===== config.mk =====
export PLATFORM = sky130hd
export DESIGN_NAME = seq_divider
export DESIGN_NICKNAME = d
export VERILOG_FILES = /design/src/rtl/seq_divider.sv
export SDC_FILE = /design/constraint.sdc
export NUM_CORES = 1
export LEC_CHECK = 0
export CORE_MARGIN = 2
export CORE_UTILIZATION = 58
export CTS_CLUSTER_DIAMETER = 30
export DETAILED_ROUTE_END_ITERATION = 16
export GPL_TIMING_DRIVEN = 1
export PLACE_DENSITY_LB_ADDON = 0.15
export SYNTH_ARGS = -nofsm -noshare
export SYNTH_HDL_FRONTEND = slang
export SYNTH_SLANG_ARGS = --single-unit

===== constraint.sdc =====
create_clock -name clk -period 6.3 [get_ports clk]
set_input_delay 1.575 -clock clk [delete_from_list [all_inputs] [get_ports clk]]
set_output_delay 1.575 -clock clk [all_outputs]
set_load 0.02 [all_outputs]

===== src/rtl/seq_divider.sv =====
// Sequential repeated-subtraction divider: operands arrive on data_in_i in LD_A/LD_B, one subtraction per RUN cycle.
// Optional feature macro: SEQ_DIV_DBZ_FLAG_EN adds the div_by_zero_o flag port and its register.
module seq_divider #(
  parameter int unsigned WIDTH = 16
) (
  input  logic             clk,
  input  logic             rst_n,
  input  logic             start_i,
  input  logic [WIDTH-1:0] data_in_i,
  output logic             busy_o,
  output logic             done_o,
  output logic [WIDTH-1:0] quotient_o,
  output logic [WIDTH-1:0] remainder_o
`ifdef SEQ_DIV_DBZ_FLAG_EN
  ,
  output logic             div_by_zero_o
`endif
);

  typedef enum logic [2:0] {
    S_IDLE = 3'd0,
    S_LD_A = 3'd1,
    S_LD_B = 3'd2,
    S_RUN  = 3'd3,
    S_DONE = 3'd4
  } state_e;

  state_e           state_q, state_d;
  logic [WIDTH-1:0] r_q, r_d;
  logic [WIDTH-1:0] d_q, d_d;
  logic [WIDTH-1:0] q_q, q_d;
  logic             busy_q, busy_d;
  logic             done_q, done_d;
`ifdef SEQ_DIV_DBZ_FLAG_EN
  logic             dbz_q, dbz_d;
`endif

  // Next-state, datapath and state-decoded output logic
  always_comb begin
    state_d = state_q;
    r_d     = r_q;
    d_d     = d_q;
    q_d     = q_q;
`ifdef SEQ_DIV_DBZ_FLAG_EN
    dbz_d   = dbz_q;
`endif
    case (state_q)
      S_IDLE: begin
        if (start_i) begin
          state_d = S_LD_A;
        end else begin
          state_d = S_IDLE;
        end
      end
      S_LD_A: begin
        r_d     = data_in_i;
        state_d = S_LD_B;
      end
      S_LD_B: begin
        d_d     = data_in_i;
        q_d     = {WIDTH{1'b0}};
`ifdef SEQ_DIV_DBZ_FLAG_EN
        dbz_d   = 1'b0;
`endif
        state_d = S_RUN;
      end
      S_RUN: begin
        // A zero divisor saturates the quotient and leaves the dividend as remainder
        if (d_q == {WIDTH{1'b0}}) begin
          q_d     = {WIDTH{1'b1}};
`ifdef SEQ_DIV_DBZ_FLAG_EN
          dbz_d   = 1'b1;
`endif
          state_d = S_DONE;
        end else if (r_q >= d_q) begin
          r_d     = r_q - d_q;
          q_d     = q_q + {{(WIDTH-1){1'b0}}, 1'b1};
          state_d = S_RUN;
        end else begin
          state_d = S_DONE;
        end
      end
      S_DONE: begin
        state_d = S_IDLE;
      end
      default: begin
        state_d = S_IDLE;
      end
    endcase
    busy_d = (state_d == S_LD_A) || (state_d == S_LD_B) || (state_d == S_RUN);
    done_d = (state_d == S_DONE);
  end

  // State and datapath registers
  always_ff @(posedge clk or negedge rst_n) begin
    if (!rst_n) begin
      state_q <= S_IDLE;
      r_q     <= {WIDTH{1'b0}};
      d_q     <= {WIDTH{1'b0}};
      q_q     <= {WIDTH{1'b0}};
      busy_q  <= 1'b0;
      done_q  <= 1'b0;
`ifdef SEQ_DIV_DBZ_FLAG_EN
      dbz_q   <= 1'b0;
`endif
    end else begin
      state_q <= state_d;
      r_q     <= r_d;
      d_q     <= d_d;
      q_q     <= q_d;
      busy_q  <= busy_d;
      done_q  <= done_d;
`ifdef SEQ_DIV_DBZ_FLAG_EN
      dbz_q   <= dbz_d;
`endif
    end
  end

  assign busy_o      = busy_q;
  assign done_o      = done_q;
  assign quotient_o  = q_q;
  assign remainder_o = r_q;
`ifdef SEQ_DIV_DBZ_FLAG_EN
  assign div_by_zero_o = dbz_q;
`endif

endmodule


# Yosys cells after proc, flatten, opt, wreduce, memory -nomap -nowiden
# Index checks and enable logic that the tools add are counted.
# classes
addsub,2
multipliers,0
div,0
order_cmp,1
eq_ne,10
n_shift,0
n_mux,10
bitwise_logic,0
reduce_logical,8
# ops
cell,count
16-bit 2-to-1 mux,4
16-bit case mux with 2 select lines,2
"16-bit by 1-bit adder with 16-bit output, second input constant",1
16-bit >= comparator,1
16-bit logical NOT,1
16-bit subtractor,1
"3-bit by 2-bit == test with 1-bit output, second input constant",4
3-bit case mux with 4 select lines,1
"3-bit by 1-bit == test with 1-bit output, second input constant",2
3-bit 2-to-1 mux,2
"2-bit != test, second input constant",2
2-bit nonzero test,2
"3-bit == test, second input constant",1
3-bit logical NOT,1
"3-bit != test, second input constant",1
3-bit AND reduction,1
1-bit logical OR,2
2-bit AND reduction,1
1-bit 2-to-1 mux,1
# totals
register_bits,53
latchBits,0
ram_bits,0
mem_bits_ro,0
output_inout_bits,34
word_cells,37
mem_count,0

# Longest topological paths before layout
# depth
ltp_word,7
ltp_mapped,12

# Least setup slack after synthesis
# Ideal clock, no wire load.
# synth_path
path_kind,reg-to-reg
from,register r_q[0] (netlist: remainder_o[0])
to,register q_q[15] (netlist: quotient_o[15])
arrival_time_ns,2.670
required_time_ns,6.158
slack_ns,3.488
stages_incl_launch_ff,12
n_path_buf,1
synth_period_minus_slack_ns,2.812
path_cell_list,dfrtp_1 inv_1 ha_1 fa_1 nand2b_1 a21oi_1 o21ai_0 a31o_2 a31o_1 buf_6 nor4_4 a311oi_1
# synth_via
elab_chain_cells,3
# synth_lines
item,line_no,source
from (decl),29,"logic [WIDTH-1:0] r_q, r_d;"
from (signal assigned),98,r_q <= {WIDTH{1'b0}};
from (signal assigned),108,r_q <= r_d;
16-bit >= comparator,75,end else if (r_q >= d_q) begin
3-bit != test (no source line),--,
2-bit AND reduction (no source line),--,
to (signal assigned),100,q_q <= {WIDTH{1'b0}};
to (signal assigned),110,q_q <= q_d;
to (decl),31,"logic [WIDTH-1:0] q_q, q_d;"
# Every way passes these cells.
# A chain may end at the register's enable or synchronous reset.

# Final worst setup path
# Ends and elaborated chain as after synthesis.

==> out/metrics.yaml <==
synth.top_cells.by_count: "dfrtp_1 (53), nand2_1 (49), o21ai_0 (32)"
grt_max_degree: 54
power_density_nw_per_um2: 598.8
grt_pass1_vias: 2938
antenna_found_initial: 0
tns_ps: 0
syn_to_final_growth_pct: 18.98
dp_hpwl_mm: 6.057
clk_pin_slew_worst_paths_ps: 100
yosys.cell_types.count: 51
cts_buffers: 5
vdd_ir_drop_max_mv: 0.3780
dominantRegCellSynth: "dfrtp_1"
tightestPinTransition_ps: 1246
layout.nets: 466
status: "finished, final reports clean"
clk_path_buf_depth: 2
first_iter_violations: 260
syn_avg_cell_area_um2: 8.687
final-instance-count-excl-fill: 502
dr.pass1.iters: 4
synth_cells: 384
die_y_um: 79.84
viasPerCell: 6.193
cts_tree: "done"
slew_headroom_pct: 16.90
crit_path_top_delay_cell: "a31o_1"
core_area_um2: 5540
clockRootBuffer: "clkbuf_8"
startpoint_type: "flop"
rr_worst_depth: 10
cts_resized: 0
max_stage_delay_ps: 650
gp_congestion: 0.8949
synth_top_area_share_pct: 39.76
overflow: 0
synth_seq_area_share_pct: 39.76
grt_usage_pct: 28.13
crit_family: "compound AO/OA/AOI/OAI gates"
io_pins: 53
postSynth.asyncResetShare_pct: 100.0
cp.depth: 10
synth_edf_count: 0
grt_pass1_wl_mm: 14.17
clock.fmax_ghz: 0.2895
wl_per_cell_um: 16.85
place_inst: 494
ys_warn_count: 0
required_ps: 6480
period_share_pct: 54.83
drc: 0
cp.arrival_ps: 3640
die_x_um: 79.84
syn-cell-area_um2: 3336
h-tree-depth: 2
path_buf_inv: 1
syn_nets: 421
vias: 3109
drive_gt1_share_pct: 4.651
hp-class: "reg2reg"
start_util_pct: 60.21
rows: 27
setup_viol: 0
path_class: "reg2reg"
hold_viol: 0
cap_viol_max_count: 0
cts_sinks: 53
n_antenna_cell: 0
rsz0062_at_grt: "false"
synth_most_common_cell: "dfrtp_1"
endpoint_kind: "flop"
leakagePower_uw: 0.001684
ctsHoldBuffers: 0
cp_max_fo: 35
hold-path-cell-count: 1
routed_wl_mm: 8.458
fin_crit_ps: 3455
synth_area_leaders: "dfrtp_1 (40%), ha_1 (6.4%), nand2_1 (5.5%)"
io_buffers: 52
slew_violations: 0
synth-seq-cells: 53
ant_nets: 0
postCtsSetupBuffers: 0
fin_skew_ps: 14.31
worstSkewPairLatency_ps: 310
synth_largest_area_cell: "dfrtp_1"
crit_path_cell_trace: "inv_1 -> ha_1 -> fa_1 -> nand2b_1 -> a21oi_1 -> o21ai_0 -> a31o_2 -> a31o_1 -> nor4_4 -> a311oi_1"
die-area_um2: 6374
-- kinds of logic (layout without fill, tap and decap cells) --
logic type / after synthesis / in the layout / share of synthesized area [%]
compound gates: 119 / 119 / 23.33
xor+xnor: 12 / 12 / 3.151
fa+ha+maj: 18 / 18 / 6.977
buf+inv: 42 / 88 / 5.214
flops: 53 / 53 / 39.76
mux: 8 / 8 / 2.476
simple gates: 132 / 132 / 19.09
-- layout by cell type (no fill, tap or decap), types with 2 or more instances in the layout --
cell type,synthesis,layout
dfrtp_1,53,53
clkdlybuf4s50_1,0,51
nand2_1,49,49
o21ai_0,32,32
a21oi_1,27,27
nor2_1,28,27
inv_1,26,26
ha_1,17,17
a211oi_1,14,14
nor3_1,13,13
a311oi_1,10,10
xnor2_1,8,8
nand3_1,7,7
o31ai_1,6,6
and2_1,6,6
mux2i_1,6,6
nor4_1,5,5
nand4_1,5,5
a21o_1,5,5
clkbuf_8,0,5
nand2b_1,4,4
xor2_1,4,4
o21a_1,3,3
a31oi_1,3,3
nor2b_1,3,3
a2111oi_0,3,3
and3_1,3,3
o2111ai_1,2,2
or2_2,2,2
o22ai_1,2,2
a221oi_1,2,2
mux2_2,2,2
clkinv_2,0,2
buf_4,0,2
-- where the power goes --
group / total (uW) / switching (uW) / leakage [uW] / internal [uW]
registers: 575 / 108 / 0.000673 / 467
logic: 1610 / 961 / 0.000967 / 649
clock network: 192 / 115 / 0.0000439 / 77.1
-- per-layer routing --
layer	wire [um]	global-route usage, %	up-vias
li1	-	-	1494
met1	3989	40.83	1493
met2	3813	42.52	110
met3	543	6.109	12
met4	112	7.797	0
met5	0	0	-
-- worst paths after layout --
path | end | slack, ps | start
worst max-delay path | quotient_o[15] | 2850 | remainder_o[0]
worst min-delay path | quotient_o[15] | 520 | quotient_o[15]
worst max register to register | quotient_o[15] | 2850 | remainder_o[0]
worst min register to register | quotient_o[15] | 520 | quotient_o[15]
max in group asynchronous | remainder_o[12] | 4440 | rst_n
min in group asynchronous | remainder_o[2] | 1360 | rst_n
-- layout make-up --
type,count,area [um2]
repair buffers,54,530.5
fillers,457,1572
inverters,26,97.59
clock inverters,3,17.52
well taps,72,90.09
multi-input cells,289,1838
clock buffers,5,68.82
flip-flops and latches,53,1326
-- metrics by stage --
stage	hold WS, ps	cell area [um2]	total power (uW)	utilization (%)	setup slack (ps)
floorplan	473.6	3336	1759	-	3488
global placement	488.4	3882	2121	70.08	3053
detailed placement	506.6	3882	2160	70.08	2906
CTS	520.3	3969	2364	71.64	2878
global route	544.6	3969	2585	71.64	2583
finish	516.3	3969	2377	71.64	2845
-- worst reg2reg max path, delay by kind of cell, from the launching register on --
kind / cells / cell delay (ps)
AO/OA/AOI/OAI: 5 / 1480
AND/OR/NAND/NOR: 2 / 800
adder cells (fa/ha/maj): 2 / 640
flip-flops: 1 / 360
buffers and inverters: 1 / 60
-- flip-flops by register name, summed over array words and instances (netlist names) --
signal and cells:
remainder_o 16, done_o 1, d_q 16, state_q 3, quotient_o 16, busy_o 1
No activity file was read; power rests on OpenSTA's default activity.
